--- src/rtl/fetch_pkg.sv ---
// Shared definitions for the instruction fetch unit: FSM state encoding,
// word size and the default reset PC.
package fetch_pkg;

  localparam int unsigned WORD_BYTES       = 4;
  localparam logic [31:0] DEFAULT_RESET_PC = 32'h0000_0000;

  typedef enum logic [1:0] {
    IDLE    = 2'd0,
    ISSUE   = 2'd1,
    CAPTURE = 2'd2,
    HOLD    = 2'd3
  } fetch_state_e;

endpackage

--- src/rtl/fetch_pc_reg.sv ---
// Program counter register with sequential increment and wrap at the top of the rom.
// With FETCH_REDIRECT_EN defined, a redirect loads a word-aligned target instead.
module fetch_pc_reg
  import fetch_pkg::*;
#(
  parameter logic [31:0] RESET_PC  = DEFAULT_RESET_PC,
  parameter int unsigned ROM_WORDS = 256
) (
  input  logic        clk,
  input  logic        rst,
  input  logic        advance,
`ifdef FETCH_REDIRECT_EN
  input  logic        redirect_valid,
  input  logic [31:0] redirect_pc,
`endif
  output logic [31:0] pc
);

  localparam logic [31:0] LAST_PC = 32'(ROM_WORDS * WORD_BYTES - WORD_BYTES);

  logic [31:0] pc_q;
  logic [31:0] pc_d;

  // A redirect overrides the sequential advance; the target's low bits are dropped.
  always_comb begin
    pc_d = pc_q;
    if (advance) begin
      pc_d = (pc_q == LAST_PC) ? 32'h0 : pc_q + 32'(WORD_BYTES);
    end
`ifdef FETCH_REDIRECT_EN
    if (redirect_valid) begin
      pc_d = {redirect_pc[31:2], 2'b00};
    end
`endif
  end

  always_ff @(posedge clk or posedge rst) begin
    if (rst) begin
      pc_q <= RESET_PC;
    end else begin
      pc_q <= pc_d;
    end
  end

  assign pc = pc_q;

endmodule

--- src/rtl/fetch_unit.sv ---
// Instruction fetch unit: issues one rom read per word and holds it until accepted.
// Defining FETCH_REDIRECT_EN adds the redirect_valid/redirect_pc ports.
module fetch_unit
  import fetch_pkg::*;
#(
  parameter logic [31:0] RESET_PC  = DEFAULT_RESET_PC,
  parameter int unsigned ROM_WORDS = 256
) (
  input  logic        clk,
  input  logic        rst,
  input  logic        run,
  output logic [31:0] rom_addr,
  output logic        rom_en,
  input  logic [31:0] rom_data,
  output logic [31:0] instr,
  output logic [31:0] instr_pc,
  output logic        instr_valid,
  input  logic        instr_ready
`ifdef FETCH_REDIRECT_EN
  ,
  input  logic        redirect_valid,
  input  logic [31:0] redirect_pc
`endif
);

  fetch_state_e state_q;
  fetch_state_e state_d;
  logic [31:0]  instr_q;
  logic [31:0]  instr_pc_q;
  logic [31:0]  pc;
  logic         capture;

  fetch_pc_reg #(
    .RESET_PC (RESET_PC),
    .ROM_WORDS(ROM_WORDS)
  ) u_pc_reg (
    .clk           (clk),
    .rst           (rst),
    .advance       (capture),
`ifdef FETCH_REDIRECT_EN
    .redirect_valid(redirect_valid),
    .redirect_pc   (redirect_pc),
`endif
    .pc            (pc)
  );

  // A redirect wins over everything and also suppresses the capture of an in-flight read.
  always_comb begin
    state_d = state_q;
    capture = 1'b0;
    case (state_q)
      IDLE:    if (run) state_d = ISSUE;
      ISSUE:   state_d = CAPTURE;
      CAPTURE: begin
        capture = 1'b1;
        state_d = HOLD;
      end
      HOLD:    if (instr_ready) state_d = run ? ISSUE : IDLE;
      default: state_d = IDLE;
    endcase
`ifdef FETCH_REDIRECT_EN
    if (redirect_valid) begin
      state_d = ISSUE;
      capture = 1'b0;
    end
`endif
  end

  always_ff @(posedge clk or posedge rst) begin
    if (rst) begin
      state_q    <= IDLE;
      instr_q    <= 32'h0;
      instr_pc_q <= 32'h0;
    end else begin
      state_q <= state_d;
      if (capture) begin
        instr_q    <= rom_data;
        instr_pc_q <= pc;
      end
    end
  end

  assign rom_addr    = pc;
  assign rom_en      = (state_q == ISSUE);
  assign instr_valid = (state_q == HOLD);
  assign instr       = instr_q;
  assign instr_pc    = instr_pc_q;

endmodule
--- config.mk ---
export PLATFORM = sky130hd
export DESIGN_NAME = fetch_unit
export DESIGN_NICKNAME = d
export VERILOG_FILES = /design/src/rtl/fetch_pkg.sv /design/src/rtl/fetch_pc_reg.sv /design/src/rtl/fetch_unit.sv
export SDC_FILE = /design/constraint.sdc
export NUM_CORES = 1
export LEC_CHECK = 0
export ABC_AREA = 1
export CAP_MARGIN = 20
export CORE_UTILIZATION = 44
export CTS_CLUSTER_SIZE = 12
export DETAILED_ROUTE_END_ITERATION = 8
export PLACE_DENSITY = 0.78
export SLEW_MARGIN = 40
export SYNTH_ARGS = -nofsm -noshare
export SYNTH_HDL_FRONTEND = slang
export SYNTH_HIERARCHICAL = 1
export SYNTH_SLANG_ARGS = --single-unit
--- constraint.sdc ---
create_clock -name clk -period 2 [get_ports clk]
set_input_delay 0.2 -clock clk [delete_from_list [all_inputs] [get_ports clk]]
set_output_delay 0.2 -clock clk [all_outputs]
set_load 0.005 [all_outputs]
# Word level (Yosys, flattened, before mapping)
# Index checks and enable logic that the tools add are counted.
[op_classes] add_sub_neg=1 n_eq_ne=6 mux=6 n_reduce_logical=2
[ops] op="adder 32 x 3 -> 32 bit (second input constant)" n=1
[ops] op="equality test 32 x 10 -> 1 bit (second input constant)" n=1
[ops] op="two-way mux 32 bit" n=1
[ops] op="one-hot mux 2 bit (4 select lines)" n=1
[ops] op="equality test 2 bit (second input constant)" n=2
[ops] op="two-way mux 2 bit" n=2
[ops] op="equality test 2 x 1 -> 1 bit (second input constant)" n=1
[ops] op="zero test 2 bit" n=1
[ops] op="two-way mux 1 bit" n=2
[ops] op="inequality test 2 x 1 -> 1 bit (second input constant)" n=1
[ops] op="inequality test 2 bit (second input constant)" n=1
[ops] op="AND reduction 2 bit" n=1
[totals] regBits=98 in_bits=36 out_inout_bits=98 elab_cells=19

# Logic depth before layout (Yosys ltp)
# Gate-level depths: netlist of the first run.
[depth] ltp_word=3 ltp_mapped=11 mapped_depth_nobuf=10

# Modules after synthesis
# The synthesis of the first run kept the hierarchy.
[by_module_without_submodules] module="fetch_unit" n_inst=1 cells_per_inst=160 area_each_um2=2854.0 seq_area_each_um2=1651.6
[by_module_without_submodules] module="fetch_pc_reg" n_inst=1 cells_per_inst=299 area_each_um2=2010.7 seq_area_each_um2=750.7

# Least setup slack after synthesis of the first run
# No wires, ideal clock.
[synth_path] kind="register -> register" start="reg state_q[0]" end="reg u_pc_reg.pc_q[24], in the netlist u_pc_reg/pc[24]" setup_ps=113 arrival_ps=1454 required_ps=1887 path_slack_ps=433 stages_incl_launch_ff=11 n_path_buf=1 synth_period_minus_slack_ps=1567 cell_sequence="dfrtp_1 inv_1 ha_1 buf_4 inv_2 nor2_2 nand2_1 nor2_4 nand3_1 nand2_1 inv_1"
[synth_via] elab_chain_len=2
[synth_lines] element="start, declared" line="fetch_unit.sv:26" source="fetch_state_e state_q;"
[synth_lines] element="start signal, assigned" line="fetch_unit.sv:75" source="state_q <= state_d;"
[synth_lines] element="equality test 2 bit" line="fetch_unit.sv:51" source="case (state_q)"
[synth_lines] element="two-way mux 1 bit" line="fetch_unit.sv:51"
[synth_lines] element="named net capture" line="fetch_unit.sv:31" source="logic capture;"
[synth_lines] element="end signal, assigned" line="fetch_pc_reg.sv:41" source="pc_q <= pc_d;"
[synth_lines] element="end, declared" line="fetch_pc_reg.sv:21" source="logic [31:0] pc_q;"
# The timed path passes the listed nets, and every way through them passes these cells.
# A chain may end at the register's enable or synchronous reset.

# Final worst setup path of the first run
[layout_path] start="reg state_q[1]" end="out rom_en"
[layout_via] elab_chain_len=1
[layout_lines] element="equality test 2 x 1 -> 1 bit" line="fetch_unit.sv:84" source="assign rom_en = (state_q == ISSUE);"
[layout_lines] element="end, declared" line="fetch_unit.sv:13" source="output logic rom_en,"
# No other way between the ends.

==> flow_summary.toml, run 1 <==
[status]
outcome = "complete, no violations"

[logic_synthesis]
ys_warn_count = 6
synth_seq_cells = 96
synth_ff_type = "dfrtp_1"
syn_area_sq_um = 4860
yosys.cell_count.top_type = "nand2_1"
avgSynthCellArea_sq_um = 10.6
synth_largest_area_cell = "dfrtp_1"
synth_area_leaders = "dfrtp_1 (49%), mux2_4 (19%), nand2_1 (7.7%)"
ys_types = 27
synth_edf_count = 0
synth_top_cell_area_share_pct = 49.4
netlist_top_cells_count = "nand2_1 (100), dfrtp_1 (96), mux2_4 (60)"
synthArstFlopShare_pct = 100
synthCells = 459
synth_seq_area_share_pct = 49.4

[floorplan]
design.core.area_sq_um = 10800
dieArea_sq_um = 11500
boundaryPins = 134
die-width_um = 107
row_count = 38
fp.dieH_um = 107
initial_utilization_pct = 45.1

[job]
maxCapViolations = 0

[clock_tree]
root_buffer = "clkbuf_8"
worstSkewPairLatency_ps = 370
cts_tree = "built"
clock-sinks = 96
clk_pin_slew_ps = 90
htree_levels = 3
cts_setup_buffers = 0
holdBufCountCts = 0
cts_buffer_depth = 2
ctsResizeCount = 0
numCtsBuffers = 9

[routing]
dr.pass1.iters = 4
routed_wl_um = 10900
route.detailed.drc = 0
routedWlPerCell_um = 14.7
vias = 3588
drt_iter0_drc = 224
vias_per_cell = 4.82
drtAntennaViolNets = 0

[timing]
fin_crit_ps = 1790
fin_worst_skew_ps = 8.17
whs_ps = 158
fin_crit_sh_pct = 89.6
timing.setup.tns_ps = 0
hold_viol = 0
finalMaxSlewViolations = 0
clock.fmax_mhz = 558
rsz0062_at_grt = "no"
finalSetupViolCount = 0

[pwr]
power.leakage_uw = 0.00310
total_power_uw = 7090
irDropWorstVdd_mv = 0.774
power_density_nw_per_um2 = 1090

[final_layout]
num-fill-cells = 923
area_growth_pct = 33.4
nets = 640
antenna_cells = 0
utilization_pct = 60.1
drive_above_1_share_pct = 18.5

[worst_setup_path]
start_kind = "flop"
path_class = "reg -> out"
cp_max_fo = 5
worstPathArrival_ps = 1590
crit_buf_inv = 2
cp_top_family = "buffers and inverters"
cp.required_ps = 1800
slowest_stage = "clkdlybuf4s50_1"
cp_cell_sequence = "inv_1 -> ha_1 -> clkdlybuf4s50_1"
max_stage_delay_ps = 510
cp-end-kind = "primary output"

[place]
hpwlAfterDp_um = 8210
routabilityCongestion = 0.899
place.port_buffers = 131

[global_route]
grt_start_max_net_pins = 47
grt_overflow = 0
grt_pass1_wl_um = 17800
grtUsageTotal_pct = 20.1
grt_antenna_before_repair = 0
grt_pass1_vias = 3662

[worst_hold_path]
hold_path.class = "in -> async"
-- flip-flops by register name, indices dropped and copies added (netlist names) --
name and cells:
instr 32, instr_pc 32, u_pc_reg/pc 30, state_q 2
-- placed cells by master, fill, tap and decap left out, types with 2 or more instances in the layout --
| cell | synthesis | layout |
|---|---|---|
| xor2_1 | 3 | 3 |
| inv_1 | 58 | 57 |
| mux2_4 | 60 | 60 |
| conb_1 | 1 | 2 |
| mux2_2 | 4 | 4 |
| ha_1 | 5 | 4 |
| nand2_2 | 7 | 7 |
| buf_12 | 6 | 2 |
| clkbuf_1 | 0 | 2 |
| nand3_1 | 26 | 26 |
| nor2_4 | 6 | 6 |
| nand2_1 | 100 | 100 |
| nor2_2 | 8 | 8 |
| nor2_1 | 50 | 50 |
| clkbuf_8 | 0 | 10 |
| inv_2 | 1 | 2 |
| dfrtp_1 | 96 | 96 |
| buf_4 | 3 | 5 |
| nor3_1 | 3 | 3 |
| nand4_1 | 7 | 7 |
| xnor2_1 | 7 | 7 |
| clkdlybuf4s50_1 | 0 | 131 |
-- logic make-up (layout without fill, tap and decap cells) --
group                      Yosys count  in the layout  share of synthesized area [%]
DFF                                 96             96                           49.4
muxes                               65             65                           19.7
buffers and inverters               69            213                           7.72
other                                1              2                         0.0771
adders and majority gates            5              5                           1.29
xor gates and xnor gates            10             10                           1.80
AOI/OAI and AO/OA                    2              2                          0.309
and+or+nand+nor                    211            211                           19.8
-- stage by stage --
step           std cells  instance area [sq um]  setup WS, ps
2_1_floorplan        460                   4870           145
3_3_place_gp         728                   6290           422
3_5_place_dp         728                   6290           330
4_1_cts              744                   6490           187
5_1_grt              744                   6490           124
6_report             744                   6490           208
-- final timing paths --
check,startpoint,end,slack (ps),cells after the start
worst max register to register,state_q[0]$_DFFE_PP0P_,u_pc_reg/pc[19]$_DFFE_PP0P_,310,9
min in group clk,rom_data[11],instr[11]$_DFFE_PP0P_,440,2
worst max-delay path,state_q[1]$_DFFE_PP0P_,rom_en,210,3
worst min register to register,instr[28]$_DFFE_PP0P_,instr[28]$_DFFE_PP0P_,520,1
worst min-delay path,rst,instr_pc[8]$_DFFE_PP0P_,160,2
max in group asynchronous,rst,instr_pc[14]$_DFFE_PP0P_,1240,3
-- layer usage --
layer | up-vias | part of all wire, % | global-route usage [%]
li1 | 1722 | - | -
met1 | 1724 | 44 | 25.6
met2 | 120 | 48 | 33.7
met3 | 22 | 5.9 | 3.04
met4 | 0 | 2.3 | 8.90
met5 | - | 0 | 0
-- cell type report --
cell class                      instances  area, sq um  share of cell area [%]
Inverter                               59          221                    3.41
Clock inverter                          4         52.6                   0.810
Sequential cell                        96         2400                    37.0
Timing Repair Buffer                  138         1390                    21.4
Tap cell                              140          175                    2.70
Multi-Input combinational cell        295         2100                    32.4
Clock buffer                           12          145                    2.24
-- power breakdown --
part / switching [uW] / internal [uW] / total [uW]
logic: 1080 / 1970 / 3050
clock network: 665 / 619 / 1280
registers: 328 / 2430 / 2760
Note: power is estimated with default switching activity, not from simulation.
==> inputs of run 2 (changes only) <==
--- a/config.mk
+++ b/config.mk
@@ -7,10 +7,12 @@
 export LEC_CHECK = 0
 export ABC_AREA = 1
 export CAP_MARGIN = 20
-export CORE_UTILIZATION = 44
+export CELL_PAD_IN_SITES_DETAIL_PLACEMENT = 1
+export CELL_PAD_IN_SITES_GLOBAL_PLACEMENT = 1
+export CORE_UTILIZATION = 34
 export CTS_CLUSTER_SIZE = 12
 export DETAILED_ROUTE_END_ITERATION = 8
-export PLACE_DENSITY = 0.78
+export PLACE_DENSITY = 0.79
 export SLEW_MARGIN = 40
 export SYNTH_ARGS = -nofsm -noshare
 export SYNTH_HDL_FRONTEND = slang
==> flow_summary.toml, run 2 (synthesized netlist as in run 1, its figures left out) <==
[clock_tree]
holdBufCountCts = 0
numCtsBuffers = 9
cts_buffer_depth = 2
clock-sinks = 96
htree_levels = 3
clk_pin_slew_ps = 70
worstSkewPairLatency_ps = 350
ctsResizeCount = 0
cts_setup_buffers = 0
cts_tree = "built"
root_buffer = "clkbuf_16"

[pwr]
irDropWorstVdd_mv = 0.562
power.leakage_uw = 0.00315
power_density_nw_per_um2 = 1150
total_power_uw = 7680

[global_route]
grt_start_max_net_pins = 67
grt_pass1_vias = 3839
grtUsageTotal_pct = 18.0
grt_antenna_before_repair = 0
grt_pass1_wl_um = 20500
grt_overflow = 0

[floorplan]
initial_utilization_pct = 34.9
fp.dieH_um = 122
boundaryPins = 134
die-width_um = 122
row_count = 43
dieArea_sq_um = 14800
design.core.area_sq_um = 13900

[worst_hold_path]
hold_path.class = "in -> async"

[worst_setup_path]
start_kind = "flop"
cp_cell_sequence = "inv_1 -> ha_1 -> clkdlybuf4s50_1"
slowest_stage = "clkdlybuf4s50_1"
max_stage_delay_ps = 510
cp.required_ps = 1800
cp-end-kind = "primary output"
cp_max_fo = 5
path_class = "reg -> out"
worstPathArrival_ps = 1600

[final_layout]
final_cell_mix = "clkdlybuf4s50_1 (131), nand2_1 (100), dfrtp_1 (96)"
antenna_cells = 0
drive_above_1_share_pct = 18.7
layout_commonest_cell = "clkdlybuf4s50_1"
nets = 640
area_growth_pct = 36.7

[routing]
dr.pass1.iters = 4
vias = 3653
vias_per_cell = 4.66
routed_wl_um = 12500
drt_iter0_drc = 198
route.detailed.drc = 0
routedWlPerCell_um = 16.0
drtAntennaViolNets = 0

[timing]
finalSetupViolCount = 0
fin_crit_sh_pct = 89.8
whs_ps = 275
finalMaxSlewViolations = 0
fin_crit_ps = 1800
rsz0062_at_grt = "no"
fin_worst_skew_ps = 7.40
final.setup.worst_slack_ps = 203
clock.fmax_mhz = 557
timing.setup.tns_ps = 0
hold_viol = 0

[place]
hpwlAfterDp_um = 9200
routabilityCongestion = 0.794
place.port_buffers = 131
dp_slack_ps = 297

[status]
outcome = "complete, no violations"

[job]
maxCapViolations = 0
-- run 2: cell types whose count changed in the layout (fill, tap and decap cells not counted) --
cell,change
clkinvlp_4,+1
clkbuf_16,+9
clkbuf_8,-9
clkbuf_1,-1
clkinv_2,-1
inv_6,+1
-- run 2: layer usage --
metal	global-route usage (%)	wire, um	up-vias
li1	-	-	1720
met1	23.2	5660	1821
met2	30.0	6100	95
met3	3.46	572	17
met4	6.64	209	0
met5	0	0	-
-- run 2: worst paths after layout --
check                                               from                           to  slack, ps  cells after the start
worst min-delay path                                 rst        instr[19]$_DFFE_PP0P_        270                      3
max in group asynchronous                            rst  u_pc_reg/pc[28]$_DFFE_PP0P_       1430                      3
worst max register to register    state_q[0]$_DFFE_PP0P_  u_pc_reg/pc[28]$_DFFE_PP0P_        280                     10
min in group clk                            rom_data[17]        instr[17]$_DFFE_PP0P_        460                      2
worst max-delay path              state_q[1]$_DFFE_PP0P_                       rom_en        200                      3
worst min register to register  instr_pc[18]$_DFFE_PP0P_     instr_pc[18]$_DFFE_PP0P_        510                      1
-- run 2: worst max-delay path: cells and delay by family, from the launching register on --
kind,cells,cell delay [ps]
buf+inv,2,630
flops,1,450
fa+ha+maj,1,170
-- run 2: through the flow --
step | instance area [sq um] | std cells | util [%]
6_report | 6650 | 784 | 47.7
4_1_cts | 6650 | 784 | 47.7
3_5_place_dp | 6340 | 768 | 45.5
2_1_floorplan | 4870 | 460 | -
5_1_grt | 6650 | 784 | 47.7
3_3_place_gp | 6340 | 768 | 45.5
-- run 2: final cells by class --
class	count	area (sq um)
Multi-Input combinational cell	295	2100
Sequential cell	96	2400
Inverter	59	221
Tap cell	180	225
Fill cell	1522	7290
Timing Repair Buffer	138	1390
Clock inverter	5	63.8
Clock buffer	11	243
-- run 2: where the power goes --
part	total [uW]	switching [uW]	internal [uW]	leakage [uW]
clock	1810	789	1020	0.000147
sequential	2780	341	2440	0.00124
combinational	3090	1120	1980	0.00176
==> RTL change, RTL diff (config.mk and constraints of run 1) <==
Make the reset (`rst`) synchronous in 2 clocked blocks.
--- a/src/rtl/fetch_pc_reg.sv
+++ b/src/rtl/fetch_pc_reg.sv
@@ -35,5 +35,5 @@
   end
 
-  always_ff @(posedge clk or posedge rst) begin
+  always_ff @(posedge clk) begin
     if (rst) begin
       pc_q <= RESET_PC;
--- a/src/rtl/fetch_unit.sv
+++ b/src/rtl/fetch_unit.sv
@@ -67,5 +67,5 @@
   end
 
-  always_ff @(posedge clk or posedge rst) begin
+  always_ff @(posedge clk) begin
     if (rst) begin
       state_q    <= IDLE;
Behaviour: differs if rst is asserted again (counterexample within 4 cycles, from zero or initial values and one cycle with rst high); with rst held inactive, the same outputs for 10 cycles.
==> RTL change against run 1 <==
  * The run now ends with DRC left
  * Count of clock-buffer cells in the layout shrank 2
  * Global-route usage is 2.9 points higher
  * Cell count up 7.0%
  * Via count up 12%
  * Clock skew up 0.00051 ns
  * Worst setup slack improved by 0.032 ns
  * Power is 14% lower
  * Design area down 14%
  * Critical path type is now register to register
  * Routed wire length fell by 1.1%
  * Largest power group is now registers
  * Critical endpoint is now instr_pc[19]$_SDFFE_PP0P_
  * Area after synthesis fell by 16%
  * Sequential cell count stayed put
==> RTL change: results (changes against run 1) <==
final estimated routing congestion in global placement=0.948 (was 0.899); failing checks=DRC; total routing resource utilization after global routing=22.9% (was 20.1%); top cells by area in the synthesized netlist=sky130_fd_sc_hd__dfxtp_1, sky130_fd_sc_hd__nor2_1, sky130_fd_sc_hd__nand2_1, sky130_fd_sc_hd__o21ai_0, sky130_fd_sc_hd__nand3_1 (was sky130_fd_sc_hd__dfrtp_1, sky130_fd_sc_hd__mux2_4, sky130_fd_sc_hd__nand2_1, sky130_fd_sc_hd__inv_1, sky130_fd_sc_hd__nor2_1); result of the run=finished with violations (was completed); number of global-route vias before repair=3,966 (was 3,662); Iteration-0 DRC Markers=209 (was 224); worst setup path startpoint=state_q[0]$_SDFFE_PP0P_ (was state_q[1]$_DFFE_PP0P_); share of the cycle needed by the critical path after routing=88.0% (was 89.6%); IR Drop Worst-Case VDD=0.000527 V (was 0.000774 V); clock latency reported for the late side of the worst-skew pair=0.35 ns (was 0.37 ns); worst slack, placed=0.276 ns (was 0.330 ns); global-route wire length before repair=18.2 mm (was 17.8 mm); Residual DRC=10 (was 0); met1 usage=28.0% (was 25.6%); kind of critical path=register to register (was register to primary output); total half-perimeter wirelength after legalization and detailed placement=7.83 mm (was 8.21 mm); net total in the final layout=724 (was 640); Worst Hold Class=primary input to register (was primary input to asynchronous set/reset pin); leading post-synthesis cells by instance count=sky130_fd_sc_hd__nor2_1, sky130_fd_sc_hd__dfxtp_1, sky130_fd_sc_hd__nand2_1, sky130_fd_sc_hd__o21ai_0, sky130_fd_sc_hd__nand3_1 (was sky130_fd_sc_hd__nand2_1, sky130_fd_sc_hd__dfrtp_1, sky130_fd_sc_hd__mux2_4, sky130_fd_sc_hd__inv_1, sky130_fd_sc_hd__nor2_1); crit path max fanout=27 (was 5); r2r worst-path depth=6 (was 9); pin count of the biggest net entering global routing=65 (was 47); global routing usage on met3=4.44% (was 3.04%); drt first pass iters=9 (was 4); Fin Clk Skew=0.00868 ns (was 0.00817 ns); Netlist cell types=30 (was 27); R2R setup slack=0.24 ns (was 0.31 ns); capturing point of the worst reg2reg path=instr_pc[19]$_SDFFE_PP0P_ (was u_pc_reg/pc[19]$_DFFE_PP0P_); via count=4,007 (was 3,588); sw power=0.00196 W (was 0.00207 W); sequential cell area fraction in the yosys report=47.0% (was 49.4%); Total Power Consumption=0.00609 W (was 0.00709 W); routed length per instance=13.6 um (was 14.7 um); prevailing post-synth register cell=sky130_fd_sc_hd__dfxtp_1 (was sky130_fd_sc_hd__dfrtp_1); Post-synth ARST share=0% (was 100%); arrival time worst endpoint=2.04 ns (was 1.59 ns); fraction of final layout cells with drive strength greater than 1=6.83% (was 18.5%)
RTL change: cells by family (layout without fill, tap and decap cells):
group,count (synthesis),count (layout),synth area share (%)
other cells,1,2,0.0918
flops,96,96,47.0
xor+xnor,10,10,2.14
simple gates,319,319,32.7
fa+ha+maj,5,5,1.53
compound gates,78,78,9.71
buf+inv,48,178,6.77
RTL change: per-stage QoR:
stage	hold WS, ns	area (sq um)	instances
6_report	0.423	5600	796
4_1_cts	0.406	5600	796
3_3_place_gp	0.466	5420	780
5_1_grt	0.440	5600	796
3_5_place_dp	0.470	5420	780
2_1_floorplan	0.269	4090	558
RTL change: cell type report:
cell class	instances	area, sq um
Sequential cell	96	1920
Clock buffer	10	138
Fill cell	810	3250
Timing Repair Buffer	138	1380
Clock inverter	6	42.5
Inverter	24	95.1
Multi-Input combinational cell	414	1890
Tap cell	108	135
RTL change: critical path, stage by stage, from the launching register on:
cell and delay [ns]:
sky130_fd_sc_hd__dfxtp_1 0.36, sky130_fd_sc_hd__inv_1 0.12, sky130_fd_sc_hd__ha_2 0.31, sky130_fd_sc_hd__buf_4 0.32, sky130_fd_sc_hd__buf_4 0.31, sky130_fd_sc_hd__o21ai_0 0.13, sky130_fd_sc_hd__nor2_1 0.12
RTL change: power by group through the flow:
stage / Clock (W) / Sequential (W) / Combinational [W]
after CTS: 0.00120 / 0.00270 / 0.00225
after global routing: 0.00129 / 0.00277 / 0.00248
final: 0.00116 / 0.00270 / 0.00222
after detailed placement: 0 / 0.00274 / 0.00224
after floorplan: 0 / 0.00276 / 0.00104
after global placement: 0 / 0.00272 / 0.00216
RTL change: metal layers:
layer / up-vias / wire, um / share of wire [%]
met5: - / 0 / 0
met3: 13 / 642 / 5.9
met4: 0 / 140 / 1.3
li1: 2019 / - / -
met1: 1843 / 4870 / 45
met2: 132 / 5140 / 48
